### config.mk
export PLATFORM = sky130hd
export DESIGN_NAME = foreground_fetch
export DESIGN_NICKNAME = d
export VERILOG_FILES = /design/src/rtl/foreground_fetch.sv
export SDC_FILE = /design/constraint.sdc
export NUM_CORES = 1
export LEC_CHECK = 0
export BUFFER_PORTS_ARGS = -buffer_cell sky130_fd_sc_hd__buf_2
export CORE_MARGIN = 2
export CORE_UTILIZATION = 57
export DETAILED_ROUTE_END_ITERATION = 8
export PLACE_DENSITY = 0.85
export SETUP_SLACK_MARGIN = 0.15
export SLEW_MARGIN = 30
export SYNTH_ARGS = -nofsm -noshare
export SYNTH_HDL_FRONTEND = slang
export SYNTH_SLANG_ARGS = --single-unit
### constraint.sdc
create_clock -name clk -period 10.3 [get_ports clk]
set_input_delay 1.545 -clock clk [delete_from_list [all_inputs] [get_ports clk]]
set_output_delay 1.545 -clock clk [all_outputs]
set_load 0.01 [all_outputs]
### src/rtl/foreground_fetch.sv
// Fixed-latency foreground pixel fetch: bounds-checks signed coordinate requests,
// issues SRAM reads for in-bounds ones, and returns pixel or skip after a constant delay.
module foreground_fetch #(
  parameter int R_WIDTH                      = 5,
  parameter int G_WIDTH                      = 6,
  parameter int B_WIDTH                      = 5,
  parameter int PRECISION                    = 11,
  parameter int FG_WIDTH                     = 800,
  parameter int FG_HEIGHT                    = 600,
  parameter int ADDR_WIDTH                   = 19,
  parameter int SRAM_READ_LATENCY            = 2,
  parameter int FOREGROUND_FETCH_CYCLE_DELAY = 5
) (
  input  logic                                  clk,
  input  logic                                  rst,
  input  logic signed [PRECISION:0]             fg_pixel_request_x,
  input  logic signed [PRECISION:0]             fg_pixel_request_y,
  input  logic                                  fg_pixel_request_active,
  output logic [ADDR_WIDTH-1:0]                 sram_addr,
  output logic                                  sram_read_en,
  input  logic [R_WIDTH+G_WIDTH+B_WIDTH-1:0]    sram_data_in,
  output logic [R_WIDTH+G_WIDTH+B_WIDTH-1:0]    fg_pixel_in,
  output logic                                  fg_pixel_skip,
  output logic                                  fg_pixel_ready
);

  localparam int PIXEL_SIZE    = R_WIDTH + G_WIDTH + B_WIDTH;
  localparam int TAG_STAGES    = FOREGROUND_FETCH_CYCLE_DELAY - 1;
  localparam int CAPTURE_STAGE = SRAM_READ_LATENCY + 1;
  localparam int DATA_STAGES   = FOREGROUND_FETCH_CYCLE_DELAY - SRAM_READ_LATENCY - 2;

  // The response slot must lie after the SRAM data arrives, or the delay cannot be met.
  generate
    if (FOREGROUND_FETCH_CYCLE_DELAY < SRAM_READ_LATENCY + 2) begin : g_badDelay
      $error("foreground_fetch: FOREGROUND_FETCH_CYCLE_DELAY must be >= SRAM_READ_LATENCY + 2");
    end
  endgenerate

  logic [31:0]            w_xMag;
  logic [31:0]            w_yMag;
  logic                   w_xInBounds;
  logic                   w_yInBounds;
  logic                   w_inBounds;
  logic [63:0]            w_linearAddr;
  logic [PIXEL_SIZE-1:0]  w_captured;
  logic [PIXEL_SIZE-1:0]  w_dataToOut;

  logic [TAG_STAGES:1]    r_tagValid;
  logic [TAG_STAGES:1]    r_tagSkip;

  // A set sign bit means a negative coordinate, which is always outside the frame.
  assign w_xMag       = {{(31 - PRECISION){1'b0}}, fg_pixel_request_x};
  assign w_yMag       = {{(31 - PRECISION){1'b0}}, fg_pixel_request_y};
  assign w_xInBounds  = !fg_pixel_request_x[PRECISION] && (w_xMag < 32'(FG_WIDTH));
  assign w_yInBounds  = !fg_pixel_request_y[PRECISION] && (w_yMag < 32'(FG_HEIGHT));
  assign w_inBounds   = w_xInBounds && w_yInBounds;
  assign w_linearAddr = (64'(w_yMag) * 64'(FG_WIDTH)) + 64'(w_xMag);

  always_ff @(posedge clk) begin
    if (rst) begin
      sram_addr    <= '0;
      sram_read_en <= 1'b0;
    end else begin
      sram_read_en <= fg_pixel_request_active && w_inBounds;
      if (fg_pixel_request_active && w_inBounds) begin
        sram_addr <= ADDR_WIDTH'(w_linearAddr);
      end
    end
  end

  always_ff @(posedge clk) begin
    if (rst) begin
      r_tagValid <= '0;
      r_tagSkip  <= '0;
    end else begin
      r_tagValid[1] <= fg_pixel_request_active;
      r_tagSkip[1]  <= fg_pixel_request_active && !w_inBounds;
      for (int k = 2; k <= TAG_STAGES; k++) begin
        r_tagValid[k] <= r_tagValid[k-1];
        r_tagSkip[k]  <= r_tagSkip[k-1];
      end
    end
  end

  // SRAM data lines up with the tag at the capture stage; unused slots carry zero.
  assign w_captured = (r_tagValid[CAPTURE_STAGE] && !r_tagSkip[CAPTURE_STAGE]) ?
                      sram_data_in : '0;

  generate
    if (DATA_STAGES == 0) begin : g_noDataDelay
      assign w_dataToOut = w_captured;
    end else begin : g_dataDelay
      logic [PIXEL_SIZE-1:0] r_dataPipe [DATA_STAGES];

      always_ff @(posedge clk) begin
        if (rst) begin
          for (int k = 0; k < DATA_STAGES; k++) begin
            r_dataPipe[k] <= '0;
          end
        end else begin
          r_dataPipe[0] <= w_captured;
          for (int k = 1; k < DATA_STAGES; k++) begin
            r_dataPipe[k] <= r_dataPipe[k-1];
          end
        end
      end

      assign w_dataToOut = r_dataPipe[DATA_STAGES-1];
    end
  endgenerate

  always_ff @(posedge clk) begin
    if (rst) begin
      fg_pixel_ready <= 1'b0;
      fg_pixel_skip  <= 1'b0;
      fg_pixel_in    <= '0;
    end else begin
      fg_pixel_ready <= r_tagValid[TAG_STAGES];
      fg_pixel_skip  <= r_tagSkip[TAG_STAGES];
      fg_pixel_in    <= (r_tagValid[TAG_STAGES] && !r_tagSkip[TAG_STAGES]) ? w_dataToOut : '0;
    end
  end

endmodule
==> impl_metrics.tcl, run 1 <==
set metrics [dict create \
    syn-cell-area_sq_um 3234 \
    yosysMostFrequentCell "dfxtp_1" \
    hold_end "fg_pixel_in[6]" \
    hold_depth 1 \
    cp.arrival_ns 4.86 \
    hold_ws_ns 0.4256 \
    core_sq_um 5507 \
    power_leakage_nw 1.961 \
    synth_area_leader_cell "dfxtp_1" \
    die_y_um 79.33 \
    hpwl_um 5229 \
    floorplan.initialDensity_pct 58.74 \
    syn_nets 434 \
    ctsRootBufferMaster "clkbuf_8" \
    clock_latency_ns 0.33 \
    async_reset_ff_share_pct 0 \
    ys_seq_area_share_pct 38.38 \
    fillers 440 \
    slowest_stage "fa_1" \
    tightest_slew_ns 0.8064 \
    yosys_most_used_dff "dfxtp_1" \
    fin_crit_sh_pct 44.85 \
    clock-sinks 62 \
    outcome "finished clean" \
    rows 27 \
    drv_cap 0 \
    routed_wl_um 6569 \
    seqCellArea_sq_um 1241 \
    dieArea_sq_um 6292 \
    drc 0 \
    ys_ff_latch 62 \
    grtUsageTotal_pct 21.52 \
    wl_per_cell_um 13.06 \
    crit_path_end_kind "flip-flop" \
    r2r_slack_ns 8.91 \
    syn_avg_cell_area_sq_um 9.430 \
    boundaryPins 81 \
    min-delay-start "g_dataDelay.r_dataPipe[0][6]" \
    port_buffers 80 \
    cts_buffer_depth 2 \
    synth_cells 343 \
    setup_viol 0 \
    cts_made_buffers 9 \
    synth_top_area_share_pct 38.38 \
    final-hold-violation-count 0 \
    skew_ns 0.006323 \
    gp_congestion 0.8258 \
    ys_types 38 \
    area_growth_pct 21.12 \
    postLayoutCoreUtil_pct 71.14 \
    min_period_ns 4.619 \
    cts_tree "done" \
    num_antenna_cells 0 \
    crit_buf_inv 5 \
    final_layout_size_suffix_gt1_share_pct 23.67 \
    crit_fanout 8 \
    yosysWarningCount 0 \
    post_cts_buffers 0 \
    crit_chain "buf_2 -> inv_1 -> ha_1 -> inv_1 -> ha_1 -> inv_1 -> fa_1 -> inv_1 -> ha_1 -> a21o_1 -> a221oi_2 -> xnor2_1 -> nand4b_2 -> nor4_2 -> xnor2_1 -> a211oi_2" \
    ys_top_cells_by_area "dfxtp_1 (38%), ha_1 (15%), and2_1 (7.2%)" \
    layout.nets 517 \
    ant_nets 0 \
    synth_edf_count 0 \
    crit_required_ns 10.54 \
    num_vias 2565 \
    overflow 0 \
    die-width_um 79.33 \
    relSlewSlack_pct 46.24 \
    reg2regPathDepth 3 \
    via_per_inst 5.099 \
    setup_tns_ns 0 \
    cp_common_cell "inv_1" \
    multi_input_area_sq_um 1828 \
    power_density_nw_per_um2 175.2 \
    r2r_start "r_tagValid[3]" \
    first_pass_iters 4 \
    cts_resized 0 \
    ir_drop_mv 0.09902 \
    design_area_sq_um 3918 \
    rsz0062_at_grt "no" \
    critPathMaxStageDelay_ns 0.49 \
    critical_path_class "in -> reg" \
    critPathTopFamily "adder cells" \
    timing.fmax_ghz 0.2165 \
    maxSlewViolCount 0 \
    drtIter0Drc 68 \
    clkTransAtPathRegs_ns 0.06 \
    grt_max_degree 29 \
    place_area_sq_um 3695 \
    antenna_found_initial 0 \
    synthTopCellsByCount "dfxtp_1 (62), ha_1 (40), and2_1 (37)" \
    grt_pass1_vias 2492 \
    cts_hold_buf 0 \
    htree_levels 3 \
    grt_pass1_wl_um 10700 \
    reg2reg_to "g_dataDelay.r_dataPipe[0][11]" \
    critPathLaunchType "primary input" \
    min_path_type "reg -> reg" \
]
## kinds of logic (layout without fill, tap and decap cells)
kind of cell / Yosys count / count (layout) / share of synthesized area [%]
DFF: 62 / 62 / 38.38
buffers and inverters: 44 / 132 / 5.106
adders and majority gates: 48 / 48 / 20.43
and+or+nand+nor: 120 / 120 / 20.97
AOI/OAI and AO/OA: 55 / 55 / 11.33
xor gates and xnor gates: 14 / 14 / 3.791
## flip-flops by register name, indices dropped and copies added (netlist names)
register / cells
sram_addr: 19
fg_pixel_in: 16
g_dataDelay.r_dataPipe: 16
r_tagSkip: 4
r_tagValid: 4
fg_pixel_ready: 1
fg_pixel_skip: 1
sram_read_en: 1
## worst max-delay path by stage
stage	startpoint	endpoint	cells after the start
5_1_grt	fg_pixel_request_y[5]	sram_addr[18]	16
2_1_floorplan	fg_pixel_request_y[2]	sram_addr[16]	11
3_3_place_gp	fg_pixel_request_y[2]	sram_addr[16]	12
4_1_cts	fg_pixel_request_y[5]	sram_addr[18]	16
6_report	fg_pixel_request_y[5]	sram_addr[18]	16
3_5_place_dp	fg_pixel_request_y[5]	sram_addr[18]	16
## per-layer routing
layer / track usage (%) / part of all wire, %
met1: 25.83 / 44
met2: 37.20 / 48
met3: 4.205 / 5.3
met4: 9.655 / 1.9
met5: 0 / 0
## cells in the final DEF (no fill, tap or decap), types with 4 or more instances in the layout
cell	count
dfxtp_1	62
a21o_1	7
a21oi_1	20
fa_1	8
nand2_1	24
buf_2	80
ha_1	40
nor2_1	13
or3_1	5
a211oi_1	4
and2_1	37
clkbuf_8	10
nor3_1	4
nor2b_1	16
xnor2_1	13
nand3_1	4
and3_1	4
o21ai_0	7
o21ai_1	4
inv_1	36
## through the flow
stage                     std cells  setup WS, ns  total power, mW
after global routing            503         5.552           0.7257
after detailed placement        487         5.379           0.4563
after floorplan                 343         5.720           0.4109
final                           503         5.681           0.6862
after global placement          487         5.470           0.4477
after CTS                       503         5.702           0.6894
## cell type report
class | count | share of cell area [%]
Clock buffer | 11 | 3.609
Clock inverter | 5 | 2.076
Inverter | 36 | 3.449
Multi-Input combinational cell | 237 | 46.66
Sequential cell | 62 | 31.68
Tap cell | 72 | 2.300
Timing Repair Buffer | 80 | 10.22
## power by group
part | switching [mW] | internal [mW] | leakage (nW) | total (mW)
Clock | 0.0908 | 0.143 | 0.110 | 0.234
Combinational | 0.114 | 0.0946 | 1.35 | 0.209
Sequential | 0.000810 | 0.242 | 0.501 | 0.243
Power figures use the tool's default switching activity.
==> run 2, diff against run 1 <==
- ABC_AREA: unset -> 1
- CORE_UTILIZATION: 57 -> 54
- PLACE_DENSITY: 0.85 -> 0.8
- clock period: 10.3 -> 4.25 ns (I/O delays scaled with it)
==> run 2 against run 1 <==
Compared with the run above:
- utilization fell by 5.0 points
- combinational power rose to 2.8 times the previous value
- global-route usage rose by 0.50 points
- count of clock-buffer cells in the layout fell by 2
- flip-flop and latch count did not move
- cell count rose by 32%
- clock power rose by 93%
- area after synthesis rose by 11%
- sequential share of layout area fell by 2.3 points
==> impl_metrics.tcl, run 2 <==
set metrics [dict create \
    floorplan.initialDensity_pct 56.43 \
    place_ws_ns 0.4562 \
    ys_ff_latch 62 \
    overflow 0 \
    setup_slack_ns 0.8009 \
    power_density_nw_per_um2 386.2 \
    synthTopCellsByCount "inv_1 (108), nand2_1 (101), nor2_1 (68)" \
    syn-cell-area_sq_um 3603 \
    synth_edf_count 0 \
    largestRegisters "sram_addr (19), fg_pixel_in (16), g_dataDelay.r_dataPipe (16)" \
    min_period_ns 3.449 \
    largest_reg_flops 19 \
    fin_crit_sh_pct 81.16 \
    layout.nets 671 \
    yosysWarningCount 0 \
    cp.arrival_ns 3.68 \
    crit_required_ns 4.48 \
    synth_top_family_by_area "simple AND/OR/NAND/NOR gates" \
    timing.fmax_ghz 0.2899 \
    antenna_found_initial 0 \
    crit_fanout 6 \
    power_mw 1.632 \
    maxSlewViolCount 0 \
    power_leakage_nw 2.372 \
    cts_made_buffers 9 \
    design_area_sq_um 4225 \
    die-width_um 85.69 \
    first_pass_iters 4 \
    synth_compound_area_share_pct 7.188 \
    async_reset_ff_share_pct 0 \
    place_area_sq_um 4053 \
    drv_cap 0 \
    clkTransAtPathRegs_ns 0.08 \
    crit_path_end_kind "flip-flop" \
    wl_per_cell_um 11.33 \
    ant_nets 0 \
    port_buffers 80 \
    drc 0 \
    post_cts_buffers 0 \
    cts_buffer_depth 2 \
    num_vias 3201 \
    synth_cells 496 \
    syn_nets 587 \
    setup_viol 0 \
    grt_pass1_wl_um 13060 \
    ctsRootBufferMaster "clkbuf_8" \
    synthAdderAreaFrac_pct 18.33 \
    ys_top_cells_by_area "dfxtp_1 (34%), ha_1 (14%), inv_1 (11%)" \
    min_path_type "reg -> reg" \
    setup_tns_ns 0 \
    clock-sinks 62 \
    dieArea_sq_um 7343 \
    grtUsageTotal_pct 22.03 \
    routed_wl_um 7502 \
    area_growth_pct 17.26 \
    gp_congestion 0.8583 \
    critical_path_class "in -> reg" \
    relSlewSlack_pct 55.29 \
    synth_top_area_share_pct 34.44 \
    clock_latency_ns 0.34 \
    core_sq_um 6386 \
    ir_drop_mv 0.3768 \
    layout_common_cells "inv_1 (108), nand2_1 (101), buf_2 (80), nor2_1 (68), dfxtp_1 (62)" \
    via_per_inst 4.835 \
    synth_area_leader_cell "dfxtp_1" \
    tightest_slew_ns 0.6691 \
    rsz0062_at_grt "no" \
    synth_mux_area_share_pct 0 \
    syn_avg_cell_area_sq_um 7.265 \
    yosys_most_used_dff "dfxtp_1" \
    cts_tree "done" \
    rows 29 \
    hpwl_um 5866 \
    final-hold-violation-count 0 \
    final_layout_size_suffix_gt1_share_pct 19.83 \
    final_cells 662 \
    cts_hold_buf 0 \
    cts_resized 0 \
    skew_ns 0.01066 \
    synth_simple_gate_area_share_pct 25.14 \
    num_antenna_cells 0 \
    critPathLaunchType "primary input" \
    grt_pass1_vias 3209 \
    synth-xor-area-share_pct 1.944 \
    ys_seq_area_share_pct 34.44 \
    placed_cells 646 \
    final_common_cell "inv_1" \
    die_y_um 85.69 \
    outcome "finished clean" \
    htree_levels 3 \
    top_register "sram_addr" \
    grt_max_degree 31 \
    boundaryPins 81 \
    ys_types 35 \
    drtIter0Drc 98 \
    yosysMostFrequentCell "inv_1" \
]
==> run 2: stage by stage <==
| stage | hold slack [ns] | util, % |
|---|---|---|
| global route | 0.4184 | 66.16 |
| finish | 0.4050 | 66.16 |
| global placement | 0.3920 | 63.46 |
| floorplan | 0.3883 | - |
| CTS | 0.4096 | 66.16 |
| detailed placement | 0.3980 | 63.46 |
==> run 2: where the power goes <==
group / leakage [nW] / internal, mW / switching, mW
Combinational: 1.78 / 0.217 / 0.372
Clock: 0.0898 / 0.213 / 0.239
Sequential: 0.501 / 0.588 / 0.00241
==> run 2: final timing paths <==
| check | slack, ns | depth (start not counted) | from | end |
|---|---|---|---|---|
| max | 0.80 | 14 | fg_pixel_request_y[2] | sram_addr[14] |
| min | 0.41 | 2 | g_dataDelay.r_dataPipe[0][14] | fg_pixel_in[14] |
| max reg2reg | 3.15 | 4 | r_tagValid[3] | g_dataDelay.r_dataPipe[0][11] |
| min reg2reg | 0.41 | 2 | g_dataDelay.r_dataPipe[0][14] | fg_pixel_in[14] |
==> run 2: metal layers <==
layer / vias up / wire length (um) / global-route usage (%)
met5: - / 0 / 0
met3: 17 / 370 / 5.582
met1: 1435 / 3200 / 24.44
li1: 1670 / - / -
met2: 79 / 3713 / 39.77
met4: 0 / 217 / 9.380
==> run 2: area by class of cell <==
cell class / count / area [sq um]
Tap cell: 77 / 96.34
Timing Repair Buffer: 80 / 400.4
Clock inverter: 7 / 48.80
Inverter: 111 / 419.2
Clock buffer: 9 / 123.9
Multi-Input combinational cell: 316 / 1896
Sequential cell: 62 / 1241
Fill cell: 574 / 2161
==> run 2: critical path: stages <==
cell and delay, ns:
buf_2 0.12, ha_1 0.30, ha_1 0.32, fa_1 0.47, ha_1 0.38, xor2_1 0.19, ha_1 0.32, a21oi_1 0.14
o21ai_0 0.09, a21oi_1 0.30, nor2_4 0.10, xor2_1 0.16, o21ai_1 0.12, inv_1 0.05
==> run 2: logic make-up after synthesis <==
family / Yosys count
buffers and inverters: 118
adder cells (fa/ha/maj): 48
flip-flops: 62
XOR/XNOR: 8
AO/OA/AOI/OAI: 46
AND/OR/NAND/NOR: 214
